[src/rtl/pipe_stage_reg.sv]
// pipe_stage_reg: one pipeline stage register ({valid, payload}) with stall,
// flush and a LIFO interrupt shadow stack that saves and restores the
// in-flight stage contents across nested interrupts.
module pipe_stage_reg #(
    parameter int WIDTH      = 160,
    parameter int SAVE_DEPTH = 2,
    parameter int CW         = $clog2(SAVE_DEPTH + 1)
) (
    input  logic             clk,
    input  logic             reset_n,
    input  logic             in_valid,
    input  logic [WIDTH-1:0] in_data,
    input  logic             stall,
    input  logic             flush,
    input  logic             int_save,
    input  logic             int_restore,
    input  logic             err_clr,
    output logic             out_valid,
    output logic [WIDTH-1:0] out_data,
    output logic [CW-1:0]    save_count,
    output logic             save_full,
    output logic             save_empty,
    output logic             save_ovf,
    output logic             restore_unf
);

    localparam logic [CW-1:0] DEPTH_C = CW'(SAVE_DEPTH);
    localparam logic [CW-1:0] ONE_C   = CW'(1);

    // Stage register holds {valid, payload}; payload is kept zero while invalid.
    logic [WIDTH:0]  r_q, r_d;
    logic [CW-1:0]   count_q, count_d;
    logic            ovf_q, ovf_d;
    logic            unf_q, unf_d;

    logic            full, empty, push;
    logic [WIDTH:0]  stk_rd [SAVE_DEPTH];
    logic [WIDTH:0]  top;

    assign full  = (count_q == DEPTH_C);
    assign empty = (count_q == '0);

    // A push only happens when save wins arbitration and there is room.
    assign push  = !flush && int_save && !full;

    // Select the top-of-stack entry (index count-1) without a variable index.
    always_comb begin
        top = '0;
        for (int i = 0; i < SAVE_DEPTH; i++) begin
            if (count_q == CW'(i + 1)) begin
                top = stk_rd[i];
            end
        end
    end

    // Next-state for the stage register, occupancy and sticky error flags.
    always_comb begin
        r_d     = r_q;
        count_d = count_q;
        // Clear first so a same-cycle error event below re-sets the flag.
        ovf_d   = ovf_q & ~err_clr;
        unf_d   = unf_q & ~err_clr;
        if (flush) begin
            r_d = '0;
        end else if (int_save) begin
            r_d = '0;
            if (full) begin
                ovf_d = 1'b1;
            end else begin
                count_d = count_q + ONE_C;
            end
        end else if (int_restore) begin
            if (empty) begin
                r_d   = '0;
                unf_d = 1'b1;
            end else begin
                r_d     = top;
                count_d = count_q - ONE_C;
            end
        end else if (!stall) begin
            r_d = in_valid ? {1'b1, in_data} : '0;
        end
    end

    // Stage register, occupancy and error flag state.
    always_ff @(posedge clk or negedge reset_n) begin
        if (!reset_n) begin
            r_q     <= '0;
            count_q <= '0;
            ovf_q   <= 1'b0;
            unf_q   <= 1'b0;
        end else begin
            r_q     <= r_d;
            count_q <= count_d;
            ovf_q   <= ovf_d;
            unf_q   <= unf_d;
        end
    end

    // Shadow stack: entry gi captures the stage register when it is the
    // next free slot at push time. Entries are cleared by reset so stale
    // contexts never leak after a reset mid-interrupt.
    generate
        for (genvar gi = 0; gi < SAVE_DEPTH; gi++) begin : g_stk
            logic [WIDTH:0] entry_q, entry_d;

            // Write this entry only when it is the slot being pushed.
            always_comb begin
                entry_d = (push && (count_q == CW'(gi))) ? r_q : entry_q;
            end

            // Stack entry storage.
            always_ff @(posedge clk or negedge reset_n) begin
                if (!reset_n) begin
                    entry_q <= '0;
                end else begin
                    entry_q <= entry_d;
                end
            end

            assign stk_rd[gi] = entry_q;
        end
    endgenerate

    // All outputs come straight from state or a decode of the occupancy.
    assign out_valid   = r_q[WIDTH];
    assign out_data    = r_q[WIDTH-1:0];
    assign save_count  = count_q;
    assign save_full   = full;
    assign save_empty  = empty;
    assign save_ovf    = ovf_q;
    assign restore_unf = unf_q;

endmodule

[config.mk]
export PLATFORM = sky130hd
export DESIGN_NAME = pipe_stage_reg
export DESIGN_NICKNAME = d
export VERILOG_FILES = /design/src/rtl/pipe_stage_reg.sv
export SDC_FILE = /design/constraint.sdc
export NUM_CORES = 1
export LEC_CHECK = 0
export ABC_AREA = 1
export BUFFER_PORTS_ARGS = -buffer_cell sky130_fd_sc_hd__buf_4
export CAP_MARGIN = 10
export CORE_MARGIN = 3
export CORE_UTILIZATION = 61
export DETAILED_ROUTE_END_ITERATION = 16
export PLACE_DENSITY = 0.95
export RECOVER_POWER = 25
export SLEW_MARGIN = 20
export SYNTH_ARGS = -nofsm -noshare
export SYNTH_HDL_FRONTEND = slang
export SYNTH_SLANG_ARGS = --single-unit
export TNS_END_PERCENT = 10
[constraint.sdc]
create_clock -name clk -period 3.3 [get_ports clk]
set_clock_uncertainty 0.05 [all_clocks]
set_input_delay 0.495 -clock clk [delete_from_list [all_inputs] [get_ports clk]]
set_output_delay 0.495 -clock clk [all_outputs]
set_load 0.01 [all_outputs]
==> results.txt, run 1 <==
----------------------------------------------------
[STA]
  Fmax achieved ... 356 MHz
  Rel. slew slack ... 2.56%
  Worst Hold Margin ... 0.180 ns
  Final TNS setup ... 0 ns
  Crit share post-route ... 85.2%
  Tightest Pin Transition ... 1.46 ns
  Final setup violation count ... 0
  Hold Vio Cnt, Final ... 0
  Shortest period the worst path allows ... 2.81 ns
  RSZ-0062 raised after global routing ... no
  Fin. max-slew vios ... 0

[Clock network]
  Clock tree from TritonCTS ... done
  Reg clk slew, reported paths ... 0.06 ns
  Hold buffer count at CTS ... 1
  Total number of clock tree sinks ... 487
  Depth of the CTS H-tree ... 2
  Number of buffers on the longest clock path ... 3
  CTS Root Buffer Type ... sky130_fd_sc_hd__clkbuf_16
  Post CTS Setup Buffer Count ... 0
  Clock latency on the worst-skew pair ... 0.55 ns
  Gates resized, CTS repair ... 0
  Total clock buffers created by CTS ... 48

[Synth]
  Biggest area consumer among synthesized cells ... sky130_fd_sc_hd__dfrtp_1
  Share of Yosys cell area claimed by the top area cell type ... 54.3%
  Yosys Warn Count ... 0
  Sequential-to-total area share from yosys stat ... 54.3%
  Area of the mapped netlist ... 22400 um^2
  Flop and latch count out of synthesis ... 487
  Count of different cell masters after synthesis ... 19
  Top area cells in the synthesized netlist ... sky130_fd_sc_hd__dfrtp_1, sky130_fd_sc_hd__nand2_1, sky130_fd_sc_hd__o21ai_1, sky130_fd_sc_hd__nand3_1, sky130_fd_sc_hd__buf_2
  Average instance area after synthesis ... 7.57 um^2
  Mapped Cells ... 2965
  Post-synthesis net count ... 3136

[Critical path]
  Required arrival time at the worst endpoint ... 2.75 ns
  Critical path arrival ... 2.27 ns
  Delay-heaviest family, CP ... buffers and inverters
  Critical path buffer and inverter count ... 3
  Cell at the slowest stage of the critical path ... sky130_fd_sc_hd__buf_12
  Cells along the critical path ... inv_1, ha_4, buf_12, buf_4
  Kind of start point of the critical path ... register
  Maximum fanout encountered on the critical timing path ... 163
  CP endpoint kind ... output port
  Worst Setup Path Type ... reg2out
  Largest stage delay on the critical path ... 0.63 ns

[GRT]
  Largest net degree at the start of global routing ... 179
  Via count of the first global-routing pass ... 21100
  Gr ovfl total ... 0
  Overall routing resource usage ... 31.8%
  First-pass GRT wire length ... 102000 um
  Antenna violations before repair ... 6

[Floorplan]
  Number of top-level pins ... 335
  Core area ... 35900 um^2
  Die X ... 198 um
  Row cnt ... 69
  Die height ... 198 um
  Die Outline Area ... 39100 um^2
  Initial cell density of the core ... 62.5%

[Layout]
  Util after Layout ... 74.1%
  Share of post-route cells with drive strength above 1 ... 14.1%
  Net count of the finished layout ... 3370
  Area growth from synthesis to layout ... 18.6%

[Drt]
  Final routed DRC violation total ... 0
  DR vias/cell ... 5.64
  Router iterations before antenna repair ... 8
  Starting DRC count in detailed routing ... 2218
  Total Routed Length ... 62700 um
  Antenna-violating nets left ... 0
  Number of vias in the routed layout ... 20900
  Routed wire length per instance ... 16.9 um

[Outcome]
  Outcome ... complete, no violations

[Power and ir drop]
  Max rail drop VDD ... 653 uV
  Leakage ... 14.1 nW
  Total power per unit cell area ... 583 nW/um^2
  Total power after layout ... 15.5 mW

[Placement]
  GPL Wtd Cong ... 0.833
  Post-detail-place hpwl ... 38600 um
  Port Buffers ... 334

[Job]
  Max-capacitance violation count ... 0

[Hold path]
  Class of the most critical hold timing path ... in2reg

----------------------------------------------------
[tightest hold or removal path: cells and delay by family]
kind	cells	cell delay, ns
AND/OR/NAND/NOR	4	0.17
buffers and inverters	1	0.08
[flip-flops by register name, indices dropped and copies added (netlist names)]
signal / cells
save_count: 2
g_stk.entry_q: 322
save_ovf: 1
r_q: 161
restore_unf: 1
[cells in the final DEF, fill, tap and decap left out, drive strengths merged]
cell type	instances
a21oi	1
a22o	1
buf	369
bufinv	2
clkbuf	82
clkinv	6
clkinvlp	1
dfrtp	487
diode	3
dlygate4sd3	1
ha	3
inv	171
nand2	1619
nand3	165
nor2	3
o21ai	324
xnor2	1
[logic make-up (layout without fill, tap and decap cells)]
family                     after synthesis  after routing  share of synthesized area [%]
buffers and inverters                  361            632                           7.16
and+or+nand+nor                       1787           1787                           31.0
DFF                                    487            487                           54.3
AOI/OAI and AO/OA                      326            326                           7.34
adders and majority gates                3              3                          0.167
xor gates and xnor gates                 1              1                         0.0390
other                                    0              3                              0
[per-layer routing]
metal | up-vias | GRT usage [%] | routed length, um
met5 | - | 0 | 39
met4 | 6 | 17.2 | 3120
met3 | 225 | 4.92 | 5800
met2 | 1191 | 52.8 | 30400
met1 | 9834 | 40.5 | 23300
li1 | 9611 | - | -
[cell usage after synthesis (all sizes together)]
master and number:
a22o 1, nor2 3, buf 162, clkbuf 30, nand2 1619, xnor2 1, inv 169, a21oi 1
ha 3, nand3 165, o21ai 324, dfrtp 487
[area by class of cell]
| class | count | area, um^2 |
|---|---|---|
| Clock inverter | 11 | 119 |
| Inverter | 169 | 642 |
| Tap cell | 461 | 577 |
| Antenna cell | 3 | 7.51 |
| Multi-Input combinational cell | 2117 | 8680 |
| Clock buffer | 76 | 1440 |
| Timing Repair Buffer | 376 | 2980 |
| Sequential cell | 487 | 12200 |
| Fill cell | 2421 | 9290 |
[per-stage QoR]
stage	setup slack (ns)	instance area [um^2]	instances
2_1_floorplan	1.50	22400	2965
3_3_place_gp	0.932	25100	3609
3_5_place_dp	0.807	25100	3609
4_1_cts	0.506	26700	3697
5_1_grt	0.412	26600	3700
6_report	0.489	26600	3700
[path summary, 6_finish.rpt]
check	startpoint	to	slack (ns)	cells after the start
max in group asynchronous	reset_n	r_q[34]$_DFFE_PN0P_	0.79	3
min in group asynchronous	reset_n	g_stk[1].entry_q[140]$_DFFE_PN0P_	0.52	2
hold / removal	in_data[129]	r_q[129]$_DFFE_PN0P_	0.18	5
setup reg to reg	save_count[0]$_DFFE_PN0P_	g_stk[0].entry_q[17]$_DFFE_PN0P_	0.76	7
hold reg to reg	g_stk[0].entry_q[5]$_DFFE_PN0P_	g_stk[0].entry_q[5]$_DFFE_PN0P_	0.43	2
setup / recovery	save_count[0]$_DFFE_PN0P_	save_full	0.49	4
[power breakdown]
part / leakage (nW) / switching [mW] / internal [mW]
combinational: 6.62 / 2.44 / 0.834
clock: 0.763 / 2.28 / 3.14
sequential: 6.76 / 0.332 / 6.49
Power figures use the tool's default switching activity.
==> run 2: changes to the inputs <==
--- a/config.mk
+++ b/config.mk
@@ -11,6 +11,7 @@
 export CORE_MARGIN = 3
 export CORE_UTILIZATION = 61
 export DETAILED_ROUTE_END_ITERATION = 16
+export MAX_ROUTING_LAYER = met4
 export PLACE_DENSITY = 0.95
 export RECOVER_POWER = 25
 export SLEW_MARGIN = 20
==> run 2 against run 1 <==
Compared with the run above:
- global-route usage increased by 1.0 points
- via count increased by 0.38%
- design area about the same
- non-clock buffer count unchanged
- the run now ends with capacitance limit, slew limit left
- critical path depth unchanged
- cell count about the same
==> results.txt, run 2 (synthesis results as in run 1) <==
----------------------------------------------------
[Clock network]
  Hold buffer count at CTS ... 1 (unchanged)
  Clock tree from TritonCTS ... done
  Reg clk slew, reported paths ... 0.06 ns (about the same)
  CTS Root Buffer Type ... sky130_fd_sc_hd__clkbuf_16
  Clock latency on the worst-skew pair ... 0.55 ns (about the same)
  Gates resized, CTS repair ... 0 (unchanged)
  Depth of the CTS H-tree ... 2 (unchanged)
  Total number of clock tree sinks ... 487 (unchanged)
  Number of buffers on the longest clock path ... 3 (unchanged)
  Post CTS Setup Buffer Count ... 0 (unchanged)
  Total clock buffers created by CTS ... 48 (unchanged)

[Outcome]
  Violations in the final reports ... capacitance limit, slew limit
  Outcome ... complete, but fails checks

[Drt]
  Number of vias in the routed layout ... 20900 (+0.38%)
  Antenna-violating nets left ... 0 (unchanged)
  Routed wire length per instance ... 17.0 um (+0.27%)
  Router iterations before antenna repair ... 8 (unchanged)
  Total Routed Length ... 62900 um (+0.32%)
  Starting DRC count in detailed routing ... 2235 (+0.77%)
  Final routed DRC violation total ... 0 (unchanged)
  DR vias/cell ... 5.66 (+0.33%)

[Power and ir drop]
  Leakage ... 14.1 nW (unchanged)
  Max rail drop VDD ... 653 uV (-0.10%)
  Total internal power ... 10.5 mW (about the same)
  Proportion of power drawn by the clock network ... 34.9% (about the same)
  Switching component of the power ... 5.04 mW (-0.25%)
  Part of the total power dissipated in sequential elements ... 44.0% (about the same)
  Total power per unit cell area ... 582 nW/um^2 (about the same)
  Fraction of power spent switching nets ... 32.5% (-0.057 points)
  Combinational group share of total power ... 21.1% (about the same)

[Floorplan]
  Core area ... 35900 um^2 (unchanged)
  Row cnt ... 69 (unchanged)
  Die X ... 198 um (unchanged)
  Die Outline Area ... 39100 um^2 (unchanged)
  Initial cell density of the core ... 62.5% (unchanged)
  Number of top-level pins ... 335 (unchanged)
  Die height ... 198 um (unchanged)

[Placement]
  GPL Wtd Cong ... 0.845 (+1.5%)
  Dpl cells ... 3609 (unchanged)
  Post-detail-place hpwl ... 38600 um (unchanged)
  Port Buffers ... 334 (unchanged)

[Layout]
  Share of post-route cells with drive strength above 1 ... 14.1% (unchanged)
  Most common cell after layout, fill and taps aside ... sky130_fd_sc_hd__nand2_1
  Area growth from synthesis to layout ... 18.7% (about the same)
  Net count of the finished layout ... 3370 (unchanged)
  Flip-flop count of the largest register after layout ... 322 (unchanged)
  Register name with the most flops ... g_stk.entry_q
  Commonest cells after routing, fill and taps aside ... sky130_fd_sc_hd__nand2_1, sky130_fd_sc_hd__dfrtp_1, sky130_fd_sc_hd__buf_4
  Non-filler cells, final ... 3702 (+0.054%)

[STA]
  Hold Vio Cnt, Final ... 0 (unchanged)
  Fmax achieved ... 358 MHz (+0.55%)
  Fin. max-slew vios ... 60 (+60)
  Final TNS setup ... 0 ns (unchanged)
  RSZ-0062 raised after global routing ... no
  Crit share post-route ... 84.7% (-0.47 points)
  Tightest Pin Transition ... 1.50 ns (+0.0429 ns)
  Final setup violation count ... 0 (unchanged)
  Shortest period the worst path allows ... 2.80 ns (-0.0155 ns)
  Rel. slew slack ... -0.295% (-2.9 points)

[Critical path]
  Worst-case reg-to-reg path depth ... 7 (unchanged)
  Kind of start point of the critical path ... register
  CP endpoint kind ... output port
  Largest stage delay on the critical path ... 0.62 ns (about the same)
  Maximum fanout encountered on the critical timing path ... 163 (unchanged)
  Required arrival time at the worst endpoint ... 2.75 ns (about the same)
  Critical path arrival ... 2.25 ns (-0.02 ns)
  Critical path buffer and inverter count ... 3 (unchanged)
  Worst Setup Path Type ... reg2out
  Cells along the critical path ... inv_1, ha_4, buf_12, buf_4
  Delay-heaviest family, CP ... buffers and inverters
  Cell at the slowest stage of the critical path ... sky130_fd_sc_hd__buf_12
  Critical path depth in cells ... 4 (unchanged)

[GRT]
  Largest net degree at the start of global routing ... 179 (unchanged)
  Via count of the first global-routing pass ... 21100 (-0.057%)
  Overall routing resource usage ... 32.8% (+1.0 points)
  Antenna violations before repair ... 5 (-1)
  Gr ovfl total ... 0 (unchanged)
  First-pass GRT wire length ... 102000 um (about the same)

[Hold path]
  Class of the most critical hold timing path ... in2reg
  Cell count of the worst hold path ... 5 (unchanged)

[Job]
  Max-capacitance violation count ... 1 (+1)

----------------------------------------------------
## run 2: changes by cell type in the layout (fill, tap and decap cells not counted)
cell	delta
sky130_fd_sc_hd__diode_2	+2
## run 2: final cells by class
| type | count | area, um^2 |
|---|---|---|
| Antenna cell | 5 | 12.5 |
| Clock buffer | 76 | 1440 |
| Clock inverter | 11 | 119 |
| Fill cell | 2423 | 9280 |
| Inverter | 169 | 642 |
| Multi-Input combinational cell | 2117 | 8680 |
| Sequential cell | 487 | 12200 |
| Tap cell | 461 | 577 |
| Timing Repair Buffer | 376 | 2980 |
## run 2: layer usage
| metal | part of all wire, % | GRT usage (%) | vias up | wire, um |
|---|---|---|---|---|
| met5 | 0 | - | - | 0 |
| met4 | 4.8 | 17.0 | 0 | 3000 |
| met3 | 9.4 | 4.75 | 215 | 5940 |
| met2 | 49 | 52.8 | 1195 | 30800 |
| met1 | 37 | 40.7 | 9915 | 23200 |
| li1 | - | - | 9622 | - |
## run 2: stage by stage
| stage | hold slack, ns | power [mW] | cell area [um^2] | util (%) | setup WS, ns |
|---|---|---|---|---|---|
| 2_1_floorplan | 0.149 | 8.99 | 22400 | - | 1.50 |
| 3_3_place_gp | 0.415 | 9.99 | 25100 | 69.9 | 0.932 |
| 3_5_place_dp | 0.424 | 10.1 | 25100 | 69.9 | 0.807 |
| 4_1_cts | 0.166 | 15.5 | 26700 | 74.3 | 0.506 |
| 5_1_grt | 0.181 | 16.2 | 26600 | 74.2 | 0.412 |
| 6_report | 0.182 | 15.5 | 26600 | 74.2 | 0.505 |
## run 2: worst register-to-register path, delay by kind of cell (launching register included)
family                     cells  cell delay [ns]
AOI/OAI and AO/OA              1             0.11
adders and majority gates      1             0.21
DFF                            1             0.43
and+or+nand+nor                2             0.77
buffers and inverters          3             0.85
## run 2: path summary, 6_finish.rpt
kind                                                 startpoint                           endpoint  slack (ns)
worst max register to register        save_count[0]$_DFFE_PN0P_   g_stk[0].entry_q[17]$_DFFE_PN0P_        0.75
worst min-delay path                               in_data[129]               r_q[129]$_DFFE_PN0P_        0.18
worst max-delay path                  save_count[0]$_DFFE_PN0P_                          save_full        0.50
max in group asynchronous                               reset_n                r_q[34]$_DFFE_PN0P_        0.76
min in group asynchronous                               reset_n  g_stk[1].entry_q[140]$_DFFE_PN0P_        0.52
worst min register to register  g_stk[0].entry_q[5]$_DFFE_PN0P_    g_stk[0].entry_q[5]$_DFFE_PN0P_        0.43
## run 2: power by group through the flow
stage | Clock [mW] | Sequential, mW | Combinational [mW]
after CTS | 5.46 | 6.82 | 3.23
final | 5.42 | 6.82 | 3.27
after global placement | 0 | 6.87 | 3.12
after floorplan | 0 | 6.84 | 2.15
after detailed placement | 0 | 6.91 | 3.21
after global routing | 5.74 | 6.88 | 3.55
